[src/rtl/netwalk_tcam_programmer.sv]
// Command-driven TCAM programmer: tracks entry occupancy, allocates the lowest free entry
// for adds, and drives the shared TCAM programming bus with one-hot single-cycle pulses.
module netwalk_tcam_programmer #(
    parameter int DPL_MATCH_FIELD_WIDTH = 356,
    parameter int TCAM_ADDR_WIDTH       = 8,
    parameter int TCAM_DEPTH            = 256
) (
    input  logic                             clk,
    input  logic                             reset,
    input  logic                             cmd_valid,
    output logic                             cmd_ready,
    input  logic [1:0]                       cmd_op,
    input  logic [TCAM_ADDR_WIDTH-1:0]       cmd_addr,
    input  logic [DPL_MATCH_FIELD_WIDTH-1:0] cmd_data,
    input  logic [DPL_MATCH_FIELD_WIDTH-1:0] cmd_mask,
    output logic                             rsp_valid,
    input  logic                             rsp_ready,
    output logic [1:0]                       rsp_status,
    output logic [TCAM_ADDR_WIDTH-1:0]       rsp_addr,
    output logic [TCAM_ADDR_WIDTH:0]         occupancy,
    output logic                             table_full,
    output logic [DPL_MATCH_FIELD_WIDTH-1:0] tcam_program_data,
    output logic [DPL_MATCH_FIELD_WIDTH-1:0] tcam_program_mask,
    output logic [TCAM_ADDR_WIDTH-1:0]       tcam_program_addr,
    output logic [TCAM_DEPTH-1:0]            tcam_unit_sel,
    output logic                             tcam_program_enable,
    output logic                             tcam_delete_enable
);
    localparam int AW = TCAM_ADDR_WIDTH;
    localparam int DW = DPL_MATCH_FIELD_WIDTH;

    localparam logic [1:0] OP_ADD    = 2'b00;
    localparam logic [1:0] OP_WRITE  = 2'b01;
    localparam logic [1:0] OP_DELETE = 2'b10;
    localparam logic [1:0] OP_CLEAR  = 2'b11;

    localparam logic [1:0] ST_OK        = 2'b00;
    localparam logic [1:0] ST_FULL      = 2'b01;
    localparam logic [1:0] ST_BAD_ADDR  = 2'b10;
    localparam logic [1:0] ST_NOT_FOUND = 2'b11;

    localparam logic [TCAM_DEPTH-1:0] ONE_BIT = {{(TCAM_DEPTH-1){1'b0}}, 1'b1};

    typedef enum logic [1:0] {IDLE, PROG, CLEAR, RESP} state_t;

    state_t                state_reg, state_next;
    logic                  live_reg;
    logic [1:0]            op_reg, op_next;
    logic [AW-1:0]         target_reg, target_next;
    logic [DW-1:0]         data_reg, data_next;
    logic [DW-1:0]         mask_reg, mask_next;
    logic [1:0]            status_reg, status_next;
    logic [AW-1:0]         rsp_addr_reg, rsp_addr_next;
    logic [AW-1:0]         clr_cnt_reg, clr_cnt_next;
    logic [TCAM_DEPTH-1:0] valid_reg, valid_next;
    logic [AW:0]           occ_reg, occ_next;

    logic                  free_found;
    logic [AW-1:0]         free_idx;
    logic                  addr_ok;
    logic                  addr_hit;
    logic                  prog_active;
    logic                  write_pulse;
    logic [AW-1:0]         sel_addr;
    logic                  sel_hit;

    // Lowest free entry: scan downward so the last assignment wins with the smallest index.
    always_comb begin
        free_found = 1'b0;
        free_idx   = '0;
        for (int i = TCAM_DEPTH - 1; i >= 0; i--) begin
            if (!valid_reg[i]) begin
                free_found = 1'b1;
                free_idx   = AW'(i);
            end
        end
    end

    assign addr_ok  = ({1'b0, cmd_addr} < (AW+1)'(TCAM_DEPTH));
    assign addr_hit = |(valid_reg & (ONE_BIT << cmd_addr));

    assign prog_active = (state_reg == PROG) || (state_reg == CLEAR);
    assign write_pulse = (state_reg == PROG) && (op_reg != OP_DELETE);
    assign sel_addr    = (state_reg == PROG) ? target_reg : clr_cnt_reg;

    generate
        for (genvar gi = 0; gi < TCAM_DEPTH; gi++) begin : g_sel
            assign tcam_unit_sel[gi] = prog_active && (sel_addr == AW'(gi));
        end
    endgenerate

    assign tcam_program_enable = prog_active;
    assign tcam_delete_enable  = (state_reg == CLEAR) || ((state_reg == PROG) && (op_reg == OP_DELETE));
    assign tcam_program_addr   = prog_active ? sel_addr : '0;
    assign tcam_program_data   = write_pulse ? data_reg : '0;
    assign tcam_program_mask   = write_pulse ? mask_reg : '0;

    assign rsp_valid  = (state_reg == RESP);
    assign rsp_status = status_reg;
    assign rsp_addr   = rsp_addr_reg;
    assign occupancy  = occ_reg;
    assign table_full = (occ_reg == (AW+1)'(TCAM_DEPTH));

    // The one-hot select doubles as the bitmap update mask for both writes and deletes.
    assign sel_hit = |(valid_reg & tcam_unit_sel);

    always_comb begin
        valid_next = valid_reg;
        occ_next   = occ_reg;
        if (prog_active) begin
            if (tcam_delete_enable) begin
                valid_next = valid_reg & ~tcam_unit_sel;
                if (sel_hit) occ_next = occ_reg - (AW+1)'(1);
            end else begin
                valid_next = valid_reg | tcam_unit_sel;
                if (!sel_hit) occ_next = occ_reg + (AW+1)'(1);
            end
        end
    end

    always_comb begin
        state_next    = state_reg;
        op_next       = op_reg;
        target_next   = target_reg;
        data_next     = data_reg;
        mask_next     = mask_reg;
        status_next   = status_reg;
        rsp_addr_next = rsp_addr_reg;
        clr_cnt_next  = clr_cnt_reg;
        cmd_ready     = 1'b0;
        case (state_reg)
            IDLE: begin
                cmd_ready = live_reg;
                if (live_reg && cmd_valid) begin
                    op_next       = cmd_op;
                    data_next     = cmd_data;
                    mask_next     = cmd_mask;
                    status_next   = ST_OK;
                    rsp_addr_next = '0;
                    case (cmd_op)
                        OP_ADD: begin
                            if (free_found) begin
                                target_next = free_idx;
                                state_next  = PROG;
                            end else begin
                                status_next = ST_FULL;
                                state_next  = RESP;
                            end
                        end
                        OP_WRITE: begin
                            if (addr_ok) begin
                                target_next = cmd_addr;
                                state_next  = PROG;
                            end else begin
                                status_next = ST_BAD_ADDR;
                                state_next  = RESP;
                            end
                        end
                        OP_DELETE: begin
                            if (!addr_ok) begin
                                status_next = ST_BAD_ADDR;
                                state_next  = RESP;
                            end else if (!addr_hit) begin
                                status_next = ST_NOT_FOUND;
                                state_next  = RESP;
                            end else begin
                                target_next = cmd_addr;
                                state_next  = PROG;
                            end
                        end
                        default: begin
                            clr_cnt_next = '0;
                            state_next   = CLEAR;
                        end
                    endcase
                end
            end
            PROG: begin
                status_next   = ST_OK;
                rsp_addr_next = target_reg;
                state_next    = RESP;
            end
            CLEAR: begin
                clr_cnt_next = clr_cnt_reg + AW'(1);
                if (clr_cnt_reg == AW'(TCAM_DEPTH - 1)) begin
                    status_next   = ST_OK;
                    rsp_addr_next = '0;
                    state_next    = RESP;
                end
            end
            default: begin
                if (rsp_ready) state_next = IDLE;
            end
        endcase
    end

    always_ff @(posedge clk or negedge reset) begin
        if (!reset) begin
            state_reg    <= IDLE;
            live_reg     <= 1'b0;
            op_reg       <= '0;
            target_reg   <= '0;
            data_reg     <= '0;
            mask_reg     <= '0;
            status_reg   <= '0;
            rsp_addr_reg <= '0;
            clr_cnt_reg  <= '0;
            valid_reg    <= '0;
            occ_reg      <= '0;
        end else begin
            state_reg    <= state_next;
            live_reg     <= 1'b1;
            op_reg       <= op_next;
            target_reg   <= target_next;
            data_reg     <= data_next;
            mask_reg     <= mask_next;
            status_reg   <= status_next;
            rsp_addr_reg <= rsp_addr_next;
            clr_cnt_reg  <= clr_cnt_next;
            valid_reg    <= valid_next;
            occ_reg      <= occ_next;
        end
    end
endmodule
[config.mk]
export PLATFORM = sky130hd
export DESIGN_NAME = netwalk_tcam_programmer
export DESIGN_NICKNAME = d
export VERILOG_FILES = /design/src/rtl/netwalk_tcam_programmer.sv
export SDC_FILE = /design/constraint.sdc
export NUM_CORES = 2
export LEC_CHECK = 0
export BUFFER_PORTS_ARGS = -buffer_cell sky130_fd_sc_hd__clkbuf_2
export CAP_MARGIN = 0
export CORE_AREA = 2 2 666 668
export DETAILED_ROUTE_END_ITERATION = 12
export DIE_AREA = 0 0 668 670
export PLACE_DENSITY = 0.38
export SETUP_SLACK_MARGIN = 0.2
export SLEW_MARGIN = 20
export SYNTH_ARGS = -nofsm -noshare
export SYNTH_HDL_FRONTEND = slang
export SYNTH_SLANG_ARGS = --single-unit
[constraint.sdc]
create_clock -name clk -period 12.4 [get_ports clk]
set_input_delay 0.62 -clock clk [delete_from_list [all_inputs] [get_ports clk]]
set_output_delay 0.62 -clock clk [all_outputs]
set_load 0.05 [all_outputs]
==> reports/qor.csv <==
stage;metric;value;unit
run_status;status;completed;
worst_setup_path;worst-path fanout max;92;
hold_path;Hold Crit Class;in2reg;
worst_setup_path;R2R depth;14;
run;max-cap violations;0;
logic_synthesis;Top FF cell, synth;dfrtp_1;
place;dpl hpwl;519.0;mm
die;Starting Density;0.1221;
cts;CTS Root Cell;clkbuf_16;
cts;clock latency on the worst-skew pair;0.88;ns
place;IO buf count;1725;
logic_synthesis;Seq cells post-synth;1008;
cts;Max Buffers Root-to-Sink;4;
cts;Clk pin slew, worst setup/hold paths;0.05;ns
place;Routability Congestion;1.097;
finish;FF/Latch Area;25220;µm²
cts;Resized cells post-CTS;0;
routing;Initial DRT Pass Iterations;6;
cts;H-tree Lvls;4;
sta;Final period util;0.5154;
logic_synthesis;Ys Warns;0;
worst_setup_path;crit end category;flop;
finish;fin nets;9468;
sta;RSZ-0062 raised after global routing;no;
global_route;largest net degree at the start of global routing;173;
die;Die ar.;447600;µm²
logic_synthesis;Syn Nets;7273;
global_route;All-Layer GR Usage;0.2652;
die;Core Rows;244;
finish;Area Growth Syn to Fin;50.52;%
sta;max_slew headroom;0.1304;
sta;Worst Max-Slew Pin Slew;1.297;ns
sta;Min Hold Slack;0.07111;ns
die;die height;670;µm
finish;share of cells above drive strength 1;0.2837;
logic_synthesis;synthesized area per cell;8.230;µm²
sta;final setup vio count;0;
routing;WL final;618.4;mm
sta;Fin Setup TNS;0;ns
cts;Sink Count;1008;
pwr;Peak VDD IR;0.0001306;V
cts;postcts setup bufs;0;
sta;Hold Violations, Final;0;
routing;via count;65270;
die;core footprint;440200;µm²
sta;Max Slew Vio Count;0;
worst_setup_path;CP Launch Type;flop;
sta;Tmin final;6.391;ns
worst_setup_path;WS Path Type;reg2reg;
global_route;vias in the first global route;60670;
worst_setup_path;worst reg2reg endpoint;occupancy[7]$_DFFE_PN0P_;
logic_synthesis;synthesized instance count;6531;
sta;Final Skew;0.07764;ns
logic_synthesis;Synth area leaders;dfrtp_1 47%, nand2_1 17%, and2_1 8.4%;
die;num ports;1726;
cts;CTS tree;yes;
logic_synthesis;post-synth top area share;0.4693;
finish;fillcell total;50290;
worst_setup_path;crit path capture;occupancy[7]$_DFFE_PN0P_;
logic_synthesis;Post-synth EDFFs;0;
routing;via/cell ratio;4.390;
global_route;antenna violations before repair;431;
routing;Detail Route Antenna Nets;0;
worst_setup_path;RR Startpoint;state_reg[1]$_DFFE_PN0P_;
routing;initial detailed-routing violation count;8647;
sta;Max Fclk;0.1565;GHz
cts;Num CTS Buffers;154;
worst_setup_path;Critical Path Start;state_reg[1]$_DFFE_PN0P_;
die;Die Width;668;µm
logic_synthesis;sequential share of the synthesized area;0.4693;
logic_synthesis;commonest cells in the netlist;2427 x nand2_1, 1008 x dfrtp_1, 724 x and2_1, 363 x clkbuf_1, 282 x nor2_1;
pwr;P_leak;0.03864;µW
logic_synthesis;cell taking the most area after synthesis;dfrtp_1;
logic_synthesis;Yosys cell types;95;
logic_synthesis;Async SR Flop Fraction;1.000;
routing;Routed WL per cell;41.60;µm
global_route;global-route wire length before repair;759.8;mm
logic_synthesis;count leader, synth;nand2_1;
worst_setup_path;crit path DAT;7.11;ns
finish;multi-input logic area;26930;µm²
global_route;GRT overflow;0;
routing;drt drc;0;
pwr;PD cells;242.7;nW/µm²
worst_setup_path;worst endpoint required time;13.11;ns
worst_setup_path;register-to-register setup slack;6.01;ns
logic_synthesis;Post-Syn Area;53750;µm²
worst min-delay path by stage:
| stage | startpoint | to | slack, ns | depth (start not counted) |
|---|---|---|---|---|
| CTS | cmd_data[278] | data_reg[278]$_DFFE_PN0P_ | 0.0003 | 3 |
| global placement | mask_reg[80]$_DFFE_PN0P_ | mask_reg[80]$_DFFE_PN0P_ | 0.45 | 2 |
| global route | cmd_mask[334] | mask_reg[334]$_DFFE_PN0P_ | 0.03 | 3 |
| detailed placement | data_reg[322]$_DFFE_PN0P_ | data_reg[322]$_DFFE_PN0P_ | 0.45 | 2 |
| floorplan | reset | async pin | 0.32 | 0 |
| finish | cmd_mask[288] | mask_reg[288]$_DFFE_PN0P_ | 0.07 | 3 |
metal layers:
metal | global-route usage | vias to the layer above | routed length, µm
li1 | - | 26250 | -
met1 | 0.3639 | 33440 | 273400
met2 | 0.3728 | 4371 | 247700
met3 | 0.08020 | 1148 | 58390
met4 | 0.1302 | 60 | 38490
met5 | 0 | - | 424
worst max-delay path, cell delays in order (launching register included):
cell	delay (ns)
dfrtp_1	0.39
inv_1	0.15
ha_4	0.19
buf_4	0.67
nor3b_1	0.34
o221ai_1	0.24
buf_4	0.39
nor3_1	0.25
a22o_1	0.34
nor4_1	0.92
nand4_1	0.17
or4_1	0.61
nor4_4	0.61
mux2i_4	0.52
mux2_2	0.38
stage by stage:
stage / power [µW] / cells / util / worst slack, ns / instance area [µm²]
finish: 19640 / 14870 / 0.1838 / 6.009 / 80900
global route: 20320 / 14770 / 0.1832 / 5.671 / 80670
CTS: 19670 / 14740 / 0.1830 / 5.908 / 80580
detailed placement: 14520 / 13950 / 0.1592 / 6.374 / 70070
global placement: 14600 / 13950 / 0.1591 / 6.279 / 70060
floorplan: 10060 / 6531 / - / 7.214 / 53750
report_power, final:
| part | total, µW | switching, µW | internal, µW |
|---|---|---|---|
| clock network | 4780 | 1970 | 2800 |
| logic | 8610 | 6740 | 1870 |
| registers | 6250 | 1790 | 4460 |
area by class of cell:
cell class | count | share of cell area
diodes | 123 | 0.003805
clock buffers | 209 | 0.05479
clock inverters | 60 | 0.009882
inverters | 86 | 0.003990
multi-input cells | 5026 | 0.3328
flip-flops and latches | 1008 | 0.3118
well taps | 5904 | 0.09131
repair buffers | 2450 | 0.1916
cells in the final DEF, fill, tap and decap left out, drive strengths merged, types with 22 or more instances in the layout:
cell type,count
nand4,154
mux2,227
inv,90
clkinv,33
o21ai,180
a32oi,25
diode,123
a22oi,74
and3,33
nor3,78
dfrtp,1008
o22ai,37
and2,724
clkbuf,1930
nor2,288
buf,202
nor2b,35
nand3,134
a22o,22
a31oi,35
and3b,31
nand2,2427
dlygate4sd3,527
nor4,40
a21oi,74
nand2b,28
nor3b,28
kinds of logic after synthesis:
group / synth area share
other cells: 0.00006977
xor+xnor: 0.001303
compound gates: 0.08367
buf+inv: 0.03576
flops: 0.4693
simple gates: 0.3542
mux: 0.05184
fa+ha+maj: 0.003864
timing repair:
| action | CTS | global route |
|---|---|---|
| endpoints found under the setup margin | 0 | 0 |
| hold buffers | 527 | 0 |
| hold endpoints to repair | 581 | 0 |
Note: power is estimated with default switching activity, not from simulation.
